--- src/rtl/uart_pkg.sv ---
// Shared UART definitions: FSM state encoding and line/parity constants,
// used by the transmit serializer and the receiver parity checker.
package uart_pkg;

    localparam logic [2:0] IDLE   = 3'd0;
    localparam logic [2:0] START  = 3'd1;
    localparam logic [2:0] DATA   = 3'd2;
    localparam logic [2:0] PARITY = 3'd3;
    localparam logic [2:0] STOP   = 3'd4;

    localparam logic START_BIT = 1'b0;
    localparam logic STOP_BIT  = 1'b1;

    localparam logic PAR_EVEN = 1'b0;
    localparam logic PAR_ODD  = 1'b1;

endpackage

--- src/rtl/uart_tx_frame_if.sv ---
// Byte handshake between the Tx control stage (master) and the serializer (slave).
interface uart_tx_frame_if #(
    parameter int width = 8
);
    logic [width-1:0] P_DATA;
    logic             Data_Valid;
    logic             PAR_EN;
    logic             PAR_TYP;
    logic             TX_OUT;
    logic             Busy;

    modport master (
        output P_DATA, Data_Valid, PAR_EN, PAR_TYP,
        input  TX_OUT, Busy
    );

    modport slave (
        input  P_DATA, Data_Valid, PAR_EN, PAR_TYP,
        output TX_OUT, Busy
    );
endinterface

--- src/rtl/uart_tx_parity.sv ---
// Combinational parity generator: XOR-reduce of a data word, inverted for odd parity.
module uart_tx_parity
    import uart_pkg::*;
#(
    parameter int width = 8
) (
    input  logic [width-1:0] data,
    input  logic             par_typ,
    output logic             parity
);

    assign parity = (^data) ^ (par_typ == PAR_ODD);

endmodule

--- src/rtl/uart_tx_frame.sv ---
// UART transmit serializer: start bit, data LSB-first, optional parity, stop bit.
// One CLK cycle per bit; TX_OUT and Busy are registered.
module uart_tx_frame
    import uart_pkg::*;
#(
    parameter int width = 8
) (
    input  logic           CLK,
    input  logic           Reset,
    uart_tx_frame_if.slave bus
);

    localparam int                 CNT_W    = (width > 1) ? $clog2(width) : 1;
    localparam logic [CNT_W-1:0]   CNT_LAST = CNT_W'(width - 1);

    logic [2:0]       state, next_state;
    logic [CNT_W-1:0] cnt, next_cnt;
    logic [width-1:0] data_q;
    logic             par_en_q, par_typ_q;
    logic             tx_q, next_tx;
    logic             busy_q, next_busy;
    logic             parity_bit;
    logic             accept;

    // Only an IDLE cycle can take a request; Data_Valid is don't-care while busy.
    assign accept = (state == IDLE) && bus.Data_Valid;

    uart_tx_parity #(.width(width)) u_parity (
        .data    (data_q),
        .par_typ (par_typ_q),
        .parity  (parity_bit)
    );

    // Outputs are registered, so the combinational block computes the line value
    // belonging to the state being entered, not the current one.
    always_comb begin
        // NOTE: every output of this block gets a default first, so no path can infer a latch.
        next_state = IDLE;
        next_cnt   = cnt;
        next_tx    = STOP_BIT;
        next_busy  = 1'b0;
        case (state)
            IDLE: begin
                if (bus.Data_Valid) begin
                    next_state = START;
                    next_cnt   = '0;
                    next_tx    = START_BIT;
                    next_busy  = 1'b1;
                end
            end
            START: begin
                next_state = DATA;
                next_cnt   = '0;
                next_tx    = data_q[0];
                next_busy  = 1'b1;
            end
            DATA: begin
                next_busy = 1'b1;
                if (cnt == CNT_LAST) begin
                    next_state = par_en_q ? PARITY : STOP;
                    next_tx    = par_en_q ? parity_bit : STOP_BIT;
                end else begin
                    next_state = DATA;
                    next_cnt   = cnt + CNT_W'(1);
                    next_tx    = data_q[next_cnt];
                end
            end
            PARITY: begin
                next_state = STOP;
                next_busy  = 1'b1;
            end
            STOP: begin
                next_cnt = '0;
            end
            default: begin
                next_cnt = '0;
            end
        endcase
    end

    always_ff @(posedge CLK or negedge Reset) begin
        if (!Reset) begin
            state     <= IDLE;
            cnt       <= '0;
            // NOTE: the latched word and config are reset too, so a frame cut short
            // by reset leaves nothing behind that a later frame could pick up.
            data_q    <= '0;
            par_en_q  <= 1'b0;
            par_typ_q <= 1'b0;
            tx_q      <= STOP_BIT;
            busy_q    <= 1'b0;
        end else begin
            // NOTE: non-blocking assignments keep all state updates on the same edge.
            state  <= next_state;
            cnt    <= next_cnt;
            tx_q   <= next_tx;
            busy_q <= next_busy;
            if (accept) begin
                data_q    <= bus.P_DATA;
                par_en_q  <= bus.PAR_EN;
                par_typ_q <= bus.PAR_TYP;
            end
        end
    end

    assign bus.TX_OUT = tx_q;
    assign bus.Busy   = busy_q;

endmodule

--- src/flat_wrapper.sv ---
// flat-port wrapper written by rule: the top's interface ports become plain ports
module uart_tx_frame_flat import uart_pkg::*;
#(
    parameter int width = 8
)
  (CLK, Reset, bus_P_DATA, bus_Data_Valid, bus_PAR_EN, bus_PAR_TYP, bus_TX_OUT, bus_Busy);
  uart_tx_frame_if #(.width(width)) bus_i ();
  input  logic CLK;
  input  logic Reset;
  input wire logic [$bits(bus_i.P_DATA)-1:0] bus_P_DATA;
  input wire logic [$bits(bus_i.Data_Valid)-1:0] bus_Data_Valid;
  input wire logic [$bits(bus_i.PAR_EN)-1:0] bus_PAR_EN;
  input wire logic [$bits(bus_i.PAR_TYP)-1:0] bus_PAR_TYP;
  output wire logic [$bits(bus_i.TX_OUT)-1:0] bus_TX_OUT;
  output wire logic [$bits(bus_i.Busy)-1:0] bus_Busy;
  assign bus_i.P_DATA = bus_P_DATA;
  assign bus_i.Data_Valid = bus_Data_Valid;
  assign bus_i.PAR_EN = bus_PAR_EN;
  assign bus_i.PAR_TYP = bus_PAR_TYP;
  assign bus_TX_OUT = bus_i.TX_OUT;
  assign bus_Busy = bus_i.Busy;
  uart_tx_frame #(.width(width)) u_core (.CLK(CLK), .Reset(Reset), .bus(bus_i));
endmodule
--- config.mk ---
export PLATFORM = sky130hd
export DESIGN_NAME = uart_tx_frame_flat
export DESIGN_NICKNAME = d
export VERILOG_FILES = /design/src/rtl/uart_pkg.sv /design/src/rtl/uart_tx_frame_if.sv /design/src/rtl/uart_tx_parity.sv /design/src/rtl/uart_tx_frame.sv /design/src/flat_wrapper.sv
export SDC_FILE = /design/constraint.sdc
export NUM_CORES = 1
export LEC_CHECK = 0
export ABC_CLOCK_PERIOD_IN_PS = 2400
export CORE_ASPECT_RATIO = 1.4
export CORE_MARGIN = 2
export CORE_UTILIZATION = 51
export CTS_CLUSTER_SIZE = 16
export DETAILED_ROUTE_END_ITERATION = 7
export PLACE_DENSITY = 0.76
export SLEW_MARGIN = 20
export SYNTH_ARGS = -nofsm -noshare
export SYNTH_HDL_FRONTEND = slang
export SYNTH_HIERARCHICAL = 1
export SYNTH_SLANG_ARGS = --single-unit
--- constraint.sdc ---
create_clock -name CLK -period 2.4 [get_ports CLK]
set_input_delay 0.72 -clock CLK [delete_from_list [all_inputs] [get_ports CLK]]
set_output_delay 0.72 -clock CLK [all_outputs]
set_load 0.03 [all_outputs]
==> flow_summary.toml <==
[clocking]
clkTransAtPathRegs_ns = 0.10
clk_latency_ns = 0.28
ctsHoldBuffers = 0
postCtsSetupBuffers = 0
numCtsBuffers = 3
cts_tree = "done"
root_buffer = "clkbuf_4"
clockBufferDepth = 2
cts_htree_levels = 1
cts.sinks = 18
ctsResizeCount = 0

[yosys]
synth_top_area_cell = "dfrtp_1"
netlist_area_um2 = 935.9
synth_edf_count = 0
synth_top_area_share_pct = 45.45
yosysSeqAreaShare_pct = 48.26
ys_ff_latch = 18
syn_inst = 77
ys_warn_count = 6
synth.avg_cell_area_um2 = 12.15
synth_area_leaders = "dfrtp_1 45%, mux2_2 11%, mux2i_1 4.3%, xnor2_1 3.7%, dfstp_2 2.8%"
synth_ff_type = "dfrtp_1"
ys_types = 30
async_flop_share_pct = 100.0
synth_nets = 92

[global_routing]
grt_pass1_wl_um = 2539
antenna_found_initial = 0
grt_max_degree = 19
grt_pass1_vias = 608
grt.overflow.total = 0
track_usage_pct = 17.44

[timing]
tightest_slew_ns = 0.3653
fin_setup_tns_ns = 0
setup_viol = 0
hold_violations = 0
timing.fmax_mhz = 460.7
final_max_slew_viol_count = 0
min_period_over_period_pct = 90.44
finalClockSkew_ns = 0.006490
rsz0062_at_grt = "no"
relSlewSlack_pct = 75.65
finalCriticalPeriod_ns = 2.170

[layout]
drive_above_1_share_pct = 19.35
area_growth_pct = 19.79
diodes = 0
nFillCells = 145
nets = 109

[die]
placementRows = 18
core-area_mm2 = 0.001757
die_w_um = 40.21
die-height_um = 54.69
ios = 15
start_util_pct = 53.28
die_area_mm2 = 0.002199

[routing]
ant_nets = 0
wirelength_um = 1488
drc_errors = 0
drt-initial-drc-count = 9
drt_pass1_iterations = 4
via_per_inst = 5.575
wire_per_inst_um = 13.17
vias = 630

[worst_setup_path]
worstPathCellList = "clkdlybuf4s50_1"
cp_slowest_stage_delay_ns = 0.65
critical-path-top-delay-family = "buffers and inverters"
crit_path_max_fanout = 1
r2r_cells = 5
start_kind = "flop"
cp_slowest_cell = "clkdlybuf4s50_1"
r2r-end = "u_core/bus.TX_OUT"
worstSetupEndpointType = "output port"
critPathArrivalTime_ns = 1.45
criticalPathCategory = "flop to output port"
path_buf_inv = 1
crit_required_ns = 1.68
r2r-start = "u_core/cnt[0]"
regToRegSetupSlack_ns = 0.60

[worst_hold_path]
min_path_cells = 1
min_to = "u_core/par_typ_q"
hp-start = "u_core/par_typ_q"
min_path_type = "flop to flop"

[power_and_ir_drop]
leakage_nw = 0.4815
totalPowerFinal_mw = 1.542
peakVddDrop_mv = 0.7688
p_per_area_mw_per_mm2 = 1375

[place]
port_buffers = 14
dp.final_hpwl_um = 1150
gp_congestion = 0.7337

[flow_run]
maxCapViolations = 0

[status]
outcome = "complete, no violations"
area by class of cell:
| cell class | instances | area [um2] | share of cell area, % |
|---|---|---|---|
| multi-input combinational | 54 | 459.2 | 40.96 |
| sequential | 18 | 451.7 | 40.29 |
| timing repair buffer | 16 | 155.1 | 13.84 |
| clock buffer | 4 | 26.28 | 2.344 |
| tap | 20 | 25.02 | 2.232 |
| inverter | 1 | 3.754 | 0.3348 |
sequential cells by signal, indices dropped and copies added (netlist names):
name	cells
u_core/par_typ_q	1
u_core/bus.Busy	1
u_core/bus.TX_OUT	1
u_core/data_q	8
u_core/par_en_q	1
u_core/state	3
u_core/cnt	3
synth_stat cells (3+ instances only):
library cell and number:
xnor2_1 4, a2bb2oi_1 3, nor2_1 7, mux2_2 9, mux2i_1 4, dfrtp_1 17
layer usage:
layer	track usage [%]	wire, um
met3	2.439	46
met4	10.00	19
met2	30.91	822
met5	0	0
met1	18.95	601
metrics by stage:
step	util [%]	cell area [um2]	std cells	hold slack [ns]	worst slack (ns)
floorplan	-	935.9	77	0.4244	0.7196
global placement	62.32	1095	109	0.5160	0.1892
detailed placement	62.32	1095	109	0.5266	0.1859
CTS	63.82	1121	113	0.5511	0.2147
global route	63.82	1121	113	0.5820	0.1594
finish	63.82	1121	113	0.5467	0.2295
worst register-to-register path, cell delays in order, from the launching register on:
cell and delay, ns:
dfrtp_1 0.46, ha_1 0.42, mux4_2 0.51, nand2b_1 0.15
nand4_1 0.08, nand4_1 0.09
worst max-delay path by stage:
stage                                 start           endpoint  slack, ns  depth (start not counted)
after floorplan               u_core/cnt[0]  u_core/bus.TX_OUT       0.72                          5
after global placement       bus_Data_Valid   u_core/data_q[0]       0.19                          5
after detailed placement     bus_Data_Valid   u_core/data_q[3]       0.19                          5
after CTS                 u_core/bus.TX_OUT         bus_TX_OUT       0.21                          1
after global routing      u_core/bus.TX_OUT         bus_TX_OUT       0.16                          1
final                     u_core/bus.TX_OUT         bus_TX_OUT       0.23                          1
placed cells by master, fill, tap and decap left out, types with 3 or more instances in the layout:
cell	netlist	layout
a2bb2oi_1	3	3
clkbuf_4	0	3
clkdlybuf4s50_1	0	14
dfrtp_1	17	17
mux2_2	9	9
mux2i_1	4	4
nor2_1	7	7
xnor2_1	4	4
report_power, final:
part	internal (mW)	switching, mW
logic	0.488	0.297
clock network	0.0644	0.0855
registers	0.448	0.159
total	1.00	0.542
cells by family (layout without fill, tap and decap cells):
| group | after synthesis | in the layout | share of synthesized area (%) |
|---|---|---|---|
| AND/OR/NAND/NOR | 20 | 20 | 11.77 |
| flip-flops | 18 | 18 | 48.26 |
| multiplexers | 14 | 14 | 17.51 |
| AO/OA/AOI/OAI | 11 | 11 | 8.289 |
| XOR/XNOR | 7 | 7 | 8.824 |
| buffers and inverters | 5 | 21 | 2.673 |
| adder cells (fa/ha/maj) | 2 | 2 | 2.673 |
Note: power is estimated with default switching activity, not from simulation.
